File: src/rtl/temporizer_cmd_scheduler_pkg.sv
// Shared types for the countdown-timer command front-end: command codes and event source indices.
package temporizer_cmd_scheduler_pkg;

   localparam int CMD_W   = 3;
   localparam int NUM_SRC = 6;

   typedef enum logic [CMD_W-1:0] {
      CMD_NOP   = 3'd0,
      CMD_TICK  = 3'd1,
      CMD_ONOFF = 3'd2,
      CMD_UP    = 3'd3,
      CMD_DOWN  = 3'd4,
      CMD_LEFT  = 3'd5,
      CMD_RIGHT = 3'd6
   } cmd_e;

   // Source index order doubles as button priority: a lower index wins (ONOFF > UP > DOWN > LEFT > RIGHT).
   localparam int SRC_TICK  = 0;
   localparam int SRC_ONOFF = 1;
   localparam int SRC_UP    = 2;
   localparam int SRC_DOWN  = 3;
   localparam int SRC_LEFT  = 4;
   localparam int SRC_RIGHT = 5;

   function automatic cmd_e src2cmd(input logic [CMD_W-1:0] src);
      return cmd_e'(src + 3'd1);
   endfunction

endpackage

File: src/rtl/temporizer_cmd_scheduler_if.sv
// Command handshake between the scheduler (master) and the timer core (slave).
interface temporizer_cmd_scheduler_if;
   logic                              cmd_valid;
   temporizer_cmd_scheduler_pkg::cmd_e cmd_code;
   logic                              cmd_ready;

   modport master (output cmd_valid, output cmd_code, input  cmd_ready);
   modport slave  (input  cmd_valid, input  cmd_code, output cmd_ready);
endinterface

File: src/rtl/temporizer_cmd_scheduler_sync_edge_detect.sv
// Synchroniser chain plus previous-value flop; emits a one-cycle pulse on each synchronised rising edge.
module sync_edge_detect #(
   parameter int SYNC_STAGES = 2
) (
   input  logic clk,
   input  logic rst_n,
   input  logic din,
   output logic level,
   output logic rise
);
   logic [SYNC_STAGES-1:0] sync_q;
   logic                   prev_q;

   always_ff @(posedge clk or negedge rst_n) begin
      if (!rst_n) begin
         sync_q <= '0;
         prev_q <= 1'b0;
      end else begin
         sync_q <= {sync_q[SYNC_STAGES-2:0], din};
         prev_q <= sync_q[SYNC_STAGES-1];
      end
   end

   assign level = sync_q[SYNC_STAGES-1];
   assign rise  = level & ~prev_q;
endmodule

File: src/rtl/temporizer_cmd_scheduler.sv
// Turns async button/tick edges into a single clk-domain command stream (pending bits, FIFO, output reg).
// Optional UP/DOWN auto-repeat is enabled by defining TEMP_CMD_AUTOREPEAT_EN.
module temporizer_cmd_scheduler
   import temporizer_cmd_scheduler_pkg::*;
#(
   parameter int SYNC_STAGES   = 2,
   parameter int FIFO_DEPTH    = 4,
   parameter int REPEAT_DELAY  = 50,
   parameter int REPEAT_PERIOD = 10
) (
   input  logic                              clk,
   input  logic                              rst_n,
   input  logic                              sec,
   input  logic                              btn_up,
   input  logic                              btn_down,
   input  logic                              btn_left,
   input  logic                              btn_right,
   input  logic                              btn_onoff,
   temporizer_cmd_scheduler_if.master        cmd,
   output logic                              overflow,
   output logic [7:0]                        drop_count
);
   localparam int PTR_W = $clog2(FIFO_DEPTH);

   logic [NUM_SRC-1:0] raw, lvl, rise, evt, pend, pend_clr, drop;

   assign raw = {btn_right, btn_left, btn_down, btn_up, btn_onoff, sec};

   for (genvar i = 0; i < NUM_SRC; i++) begin : g_sync
      sync_edge_detect #(.SYNC_STAGES(SYNC_STAGES)) u_sync (
         .clk  (clk),
         .rst_n(rst_n),
         .din  (raw[i]),
         .level(lvl[i]),
         .rise (rise[i])
      );
   end

`ifdef TEMP_CMD_AUTOREPEAT_EN
   localparam int RC_W = $clog2(REPEAT_DELAY + 1);
   logic [RC_W-1:0] rpt_cnt;
   logic            hold_one, rpt_fire;
   logic [NUM_SRC-1:0] rpt_mask;

   // Count restarts whenever neither or both of UP/DOWN are held; first fire lands REPEAT_DELAY cycles after the edge.
   assign hold_one = lvl[SRC_UP] ^ lvl[SRC_DOWN];
   assign rpt_fire = hold_one && (rpt_cnt == RC_W'(REPEAT_DELAY - 1));

   always_ff @(posedge clk or negedge rst_n) begin
      if (!rst_n)        rpt_cnt <= '0;
      else if (!hold_one) rpt_cnt <= '0;
      else if (rpt_fire) rpt_cnt <= RC_W'(REPEAT_DELAY - REPEAT_PERIOD);
      else               rpt_cnt <= rpt_cnt + RC_W'(1);
   end

   always_comb begin
      rpt_mask           = '0;
      rpt_mask[SRC_UP]   = 1'b1;
      rpt_mask[SRC_DOWN] = 1'b1;
   end

   assign evt = rise | ({NUM_SRC{rpt_fire}} & lvl & rpt_mask);
`else
   logic unused_lvl;
   assign unused_lvl = ^lvl;
   assign evt        = rise;
`endif

   // FIFO: the presented command stays in its slot until accepted, so the output reg adds no extra capacity.
   cmd_e             fifo_mem [FIFO_DEPTH];
   logic [PTR_W-1:0] rd_ptr, wr_ptr;
   logic [PTR_W:0]   fifo_cnt;
   logic             full, accept, pop, push, load, load_tick, load_fifo, head_avail, out_fifo;
   logic [CMD_W-1:0] push_src;
   cmd_e             head;

   assign full       = (fifo_cnt == (PTR_W+1)'(FIFO_DEPTH));
   assign accept     = cmd.cmd_valid & cmd.cmd_ready;
   assign pop        = accept & out_fifo;
   assign load       = ~cmd.cmd_valid | accept;
   assign head       = fifo_mem[rd_ptr + PTR_W'(pop)];
   assign head_avail = (fifo_cnt > (PTR_W+1)'(pop));
   assign load_tick  = load & pend[SRC_TICK];
   assign load_fifo  = load & ~pend[SRC_TICK] & head_avail;

   always_comb begin
      push_src = '0;
      for (int i = NUM_SRC - 1; i >= 1; i--)
         if (pend[i]) push_src = CMD_W'(i);
      push = (|pend[NUM_SRC-1:1]) & (~full | pop);

      pend_clr = '0;
      if (load_tick) pend_clr[SRC_TICK] = 1'b1;
      if (push)      pend_clr[push_src] = 1'b1;
   end

   assign drop = evt & pend & ~pend_clr;

   logic [8:0] drop_sum;
   assign drop_sum = {1'b0, drop_count} + 9'($countones(drop));

   always_ff @(posedge clk or negedge rst_n) begin
      if (!rst_n) begin
         pend       <= '0;
         overflow   <= 1'b0;
         drop_count <= '0;
      end else begin
         pend       <= (pend & ~pend_clr) | evt;
         overflow   <= overflow | (|drop);
         drop_count <= drop_sum[8] ? 8'hFF : drop_sum[7:0];
      end
   end

   always_ff @(posedge clk) begin
      if (push) fifo_mem[wr_ptr] <= src2cmd(push_src);
   end

   always_ff @(posedge clk or negedge rst_n) begin
      if (!rst_n) begin
         rd_ptr   <= '0;
         wr_ptr   <= '0;
         fifo_cnt <= '0;
      end else begin
         if (push) wr_ptr <= wr_ptr + PTR_W'(1);
         if (pop)  rd_ptr <= rd_ptr + PTR_W'(1);
         fifo_cnt <= fifo_cnt + (PTR_W+1)'(push) - (PTR_W+1)'(pop);
      end
   end

   always_ff @(posedge clk or negedge rst_n) begin
      if (!rst_n) begin
         cmd.cmd_valid <= 1'b0;
         cmd.cmd_code  <= CMD_NOP;
         out_fifo      <= 1'b0;
      end else if (load) begin
         if (load_tick) begin
            cmd.cmd_valid <= 1'b1;
            cmd.cmd_code  <= CMD_TICK;
            out_fifo      <= 1'b0;
         end else if (load_fifo) begin
            cmd.cmd_valid <= 1'b1;
            cmd.cmd_code  <= head;
            out_fifo      <= 1'b1;
         end else begin
            cmd.cmd_valid <= 1'b0;
            cmd.cmd_code  <= CMD_NOP;
            out_fifo      <= 1'b0;
         end
      end
   end
endmodule

File: src/flat_wrapper.sv
// flat-port wrapper written by rule: the top's interface ports become plain ports
module temporizer_cmd_scheduler_flat import temporizer_cmd_scheduler_pkg::*;
#(
   parameter int SYNC_STAGES   = 2,
   parameter int FIFO_DEPTH    = 4,
   parameter int REPEAT_DELAY  = 50,
   parameter int REPEAT_PERIOD = 10
)
  (clk, rst_n, sec, btn_up, btn_down, btn_left, btn_right, btn_onoff, overflow, drop_count, cmd_cmd_valid, cmd_cmd_code, cmd_cmd_ready);
  temporizer_cmd_scheduler_if cmd_i ();
  input  logic clk;
  input  logic rst_n;
  input  logic sec;
  input  logic btn_up;
  input  logic btn_down;
  input  logic btn_left;
  input  logic btn_right;
  input  logic btn_onoff;
  output logic overflow;
  output logic [7:0] drop_count;
  output wire logic [$bits(cmd_i.cmd_valid)-1:0] cmd_cmd_valid;
  output wire logic [$bits(cmd_i.cmd_code)-1:0] cmd_cmd_code;
  input wire logic [$bits(cmd_i.cmd_ready)-1:0] cmd_cmd_ready;
  assign cmd_cmd_valid = cmd_i.cmd_valid;
  assign cmd_cmd_code = cmd_i.cmd_code;
  assign cmd_i.cmd_ready = cmd_cmd_ready;
  temporizer_cmd_scheduler #(.SYNC_STAGES(SYNC_STAGES), .FIFO_DEPTH(FIFO_DEPTH), .REPEAT_DELAY(REPEAT_DELAY), .REPEAT_PERIOD(REPEAT_PERIOD)) u_core (.clk(clk), .rst_n(rst_n), .sec(sec), .btn_up(btn_up), .btn_down(btn_down), .btn_left(btn_left), .btn_right(btn_right), .btn_onoff(btn_onoff), .cmd(cmd_i), .overflow(overflow), .drop_count(drop_count));
endmodule
File: config.mk
export PLATFORM = sky130hd
export DESIGN_NAME = temporizer_cmd_scheduler_flat
export DESIGN_NICKNAME = d
export VERILOG_FILES = /design/src/rtl/temporizer_cmd_scheduler_pkg.sv /design/src/rtl/temporizer_cmd_scheduler_if.sv /design/src/rtl/temporizer_cmd_scheduler_sync_edge_detect.sv /design/src/rtl/temporizer_cmd_scheduler.sv /design/src/flat_wrapper.sv
export SDC_FILE = /design/constraint.sdc
export NUM_CORES = 1
export LEC_CHECK = 0
export ABC_AREA = 1
export CAP_MARGIN = 20
export CORE_MARGIN = 4
export CORE_UTILIZATION = 30
export CTS_CLUSTER_SIZE = 30
export DETAILED_ROUTE_END_ITERATION = 16
export HOLD_SLACK_MARGIN = 0.05
export PLACE_DENSITY_LB_ADDON = 0.25
export SLEW_MARGIN = 20
export SYNTH_ARGS = -nofsm -noshare
export SYNTH_HDL_FRONTEND = slang
export SYNTH_SLANG_ARGS = --single-unit
export TNS_END_PERCENT = 30
File: constraint.sdc
create_clock -name clk -period 3.6 [get_ports clk]
set_input_delay 0.54 -clock clk [delete_from_list [all_inputs] [get_ports clk]]
set_output_delay 0.54 -clock clk [all_outputs]
set_load 0.02 [all_outputs]
==> impl_results.md <==
* Die X at 102 µm
* Endpoints failing hold at 0
* Die H at 102 µm
* Worst Hold Class: primary input to asynchronous set/reset pin
* Total Wirelength at 4580 µm
* Least-Margin Pin Slew at 578 ps
* Kind of critical path: flip-flop to flip-flop
* CTS H-Tree Depth at 3
* Setup crit start: u_core.fifo_cnt[1]
* Number of clock sinks at 57
* Total gr overflow at 0
* Register area share after synthesis at a little under three fifths
* Reg2reg start: u_core.fifo_cnt[1]
* GPL Wtd Cong at 0.756
* R2R Setup Slk at around 300 ps
* Max-cap check violation count at 0
* Number of distinct library cells after synthesis at 24
* Die area at around 10,000 µm²
* Core Area at 8680 µm²
* Post-DP Area at 3070 µm²
* Vias per inst at 4.18
* RR Endpoint: u_core.drop_count[7]
* Clk buf depth at 2
* Main synth FF type: dfrtp_1
* Clk root buf: clkbuf_8
* Yosys warnings at 0
* Arrival @ worst endpoint at ~3500 ps
* # nets final at ~350
* Syn Nets at slightly above 300
* Final period utilization at 91.7%
* Number of port buffers at 21
* Area Overhead vs Synth at 24.0%
* Design Area, Final at around 3300 µm²
* Place WS at -397 ps
* Largest net degree at the start of global routing at 46
* Critical path endpoint category: flip-flop
* CP required at 3800 ps
* Fin worst setup slack at roughly 300 ps
* FFs w/ async S/R, synth at roughly four fifths
* Synth Register Bits at 57
* Rows at 34
* GRT Util Overall at 10.4%
* Pwr/cell area at 818 nW/µm²
* Largest fanout on the critical path at 3
* Maximum vdd drop at ~0.3 mV
* Leak pwr at between 1.5 and 2 nW
* Routed Antenna Nets at 0
* Total CTS buffers at 9
* Final Max Slew Viols at 0
* Post-synth EDFFs at 12
* Worst Setup EP: u_core.drop_count[7]
* Post-DP HPWL at 3410 µm
* Status: complete, no violations
* Mapped Cells at 271
* R2r worst-path depth at 18
* Drt drc at 0
* Fin cells at 424
* Drt first pass iters at 4
* Routed len/inst at roughly 11 µm
* First-pass GRT wire length at 8180 µm
* Placed cell count at 408
* Final TNS setup at 0 ps
* Antenna violations before repair at 0
* Clk_lat worst skew at around 330 ps
* Mapped cell area at 2670 µm²
* # hold bufs at CTS at 0
* CTS tree: built
* Setup violators final at 0
* Post-synthesis area per instance at a little under 10 µm²
* Unrepaired setup endpoints after global routing: false
* Setup bufs post-CTS at 0
* Crit start category: flip-flop
* DRT iter0 DRCs at 59
* Inserted Diodes at 0
* FMAX at 303 MHz
* Vias in the first global route at 1,801
* Starting Density at 30.8%
* Ratio of cells with drive above 1 in the final layout at 13.6%
* Clk slew on worst S/H paths at 60 ps
* Slew margin rel. at 61.4%
* Vias post-DR at 1,772
* IO Count at 22
* Post-layout min period at roughly 3300 ps
* Clock Skew at 8.54 ps
-- flip-flops by register name, indices dropped and copies added, names as in the netlist --
name	count
u_core.out_fifo	1
u_core.drop_count	8
u_core.cmd.cmd_valid	1
u_core.overflow	1
u_core.rd_ptr	2
u_core.wr_ptr	2
u_core.cmd.cmd_code	3
u_core.fifo_mem	12
u_core.pend	6
u_core.g_sync.u_sync.prev_q	6
u_core.g_sync.u_sync.sync_q	12
u_core.fifo_cnt	3
-- per-stage QoR --
stage          utilization (%)  total power [mW]  hold slack, ps
2_1_floorplan                -              1.75             244
3_3_place_gp              35.4              2.09             333
3_5_place_dp              35.4              2.11             335
4_1_cts                   37.8              2.75             349
5_1_grt                   38.2              2.99             247
6_report                  38.2              2.71             207
-- report_power, final --
part           total (mW)  switching, mW  internal (mW)
clock network       0.611          0.236          0.376
logic                1.06          0.625          0.434
registers            1.04          0.123          0.916
total                2.71          0.983           1.73
-- worst min path at each step --
stage	from	cells after the start	endpoint
floorplan	rst_n	0	u_core.cmd.cmd_code[0]
global placement	u_core.g_sync[0].u_sync.sync_q[0]	0	u_core.g_sync[0].u_sync.sync_q[1]
detailed placement	u_core.g_sync[0].u_sync.sync_q[0]	0	u_core.g_sync[0].u_sync.sync_q[1]
CTS	u_core.g_sync[3].u_sync.sync_q[0]	0	u_core.g_sync[3].u_sync.sync_q[1]
global route	rst_n	1	u_core.cmd.cmd_code[0]
finish	rst_n	1	u_core.rd_ptr[0]
-- layout by cell type, fill, tap and decap left out, drive strengths merged --
master | Yosys | layout
o21ai | 9 | 9
fa | 5 | 5
nand2 | 68 | 68
a21boi | 1 | 1
inv | 54 | 54
or2 | 2 | 2
nor2 | 23 | 23
nand4 | 5 | 5
xor2 | 4 | 4
edfxtp | 12 | 12
a21oi | 5 | 5
buf | 1 | 10
dlymetal6s2s | 0 | 1
dfrtp | 45 | 45
ha | 20 | 20
clkbuf | 0 | 14
clkinv | 0 | 1
clkdlybuf4s50 | 0 | 19
nand3 | 13 | 13
o22ai | 2 | 2
bufinv | 0 | 1
xnor2 | 2 | 2
-- cell usage after synthesis (2+ instances only) --
master	count	share of area [%]
nand2_1	67	9.4
inv_1	49	6.9
dfrtp_1	45	42
ha_1	20	9.4
nor2_1	18	2.5
edfxtp_1	12	13
nand3_1	12	2.2
o21ai_0	9	1.7
fa_1	5	3.7
inv_2	5	0.70
nand4_1	5	1.2
a21oi_1	4	0.75
nor2_2	4	0.94
xor2_1	4	1.3
o22ai_1	2	0.47
xnor2_1	2	0.66
-- critical path: stages, from the launching register on --
cell and delay (ps):
dfrtp_1 390, inv_1 100, nand3_1 120, nor2_4 150, inv_2 80, nand2_1 80, nand4_1 80, ha_1 290
inv_1 50, fa_1 370, inv_1 80, fa_1 420, ha_2 210, fa_2 340, nand2_1 90, nand2_1 70
nand3_1 80, or2_1 100, nand3_1 60
-- cells by family (layout without fill, tap and decap cells) --
group	Yosys count	in the layout	share of synthesized area, %
xor+xnor	6	6	1.97
flops	57	57	55.6
buf+inv	55	100	7.78
fa+ha+maj	25	25	13.1
compound gates	17	17	3.51
simple gates	111	111	18.0
-- cell type report --
class	instances	area [µm²]
Multi-Input combinational cell	159	1000
Clock inverter	2	35.0
Fill cell	904	5370
Sequential cell	57	1490
Clock buffer	14	173
Tap cell	108	135
Inverter	54	203
Timing Repair Buffer	30	278
-- repair_timing --
action	CTS	global route
gates resized for setup	1	7
setup endpoints to repair	2	7
pin swaps	3	1
endpoints found under the hold margin	0	0
-- routing by layer --
layer,vias to the layer above,GRT usage [%],share of wire [%]
li1,918,-,-
met1,818,12.2,45
met2,28,16.7,47
met3,8,4.16,5.4
met4,0,4.84,1.7
met5,-,0,0
Power figures use the tool's default switching activity.
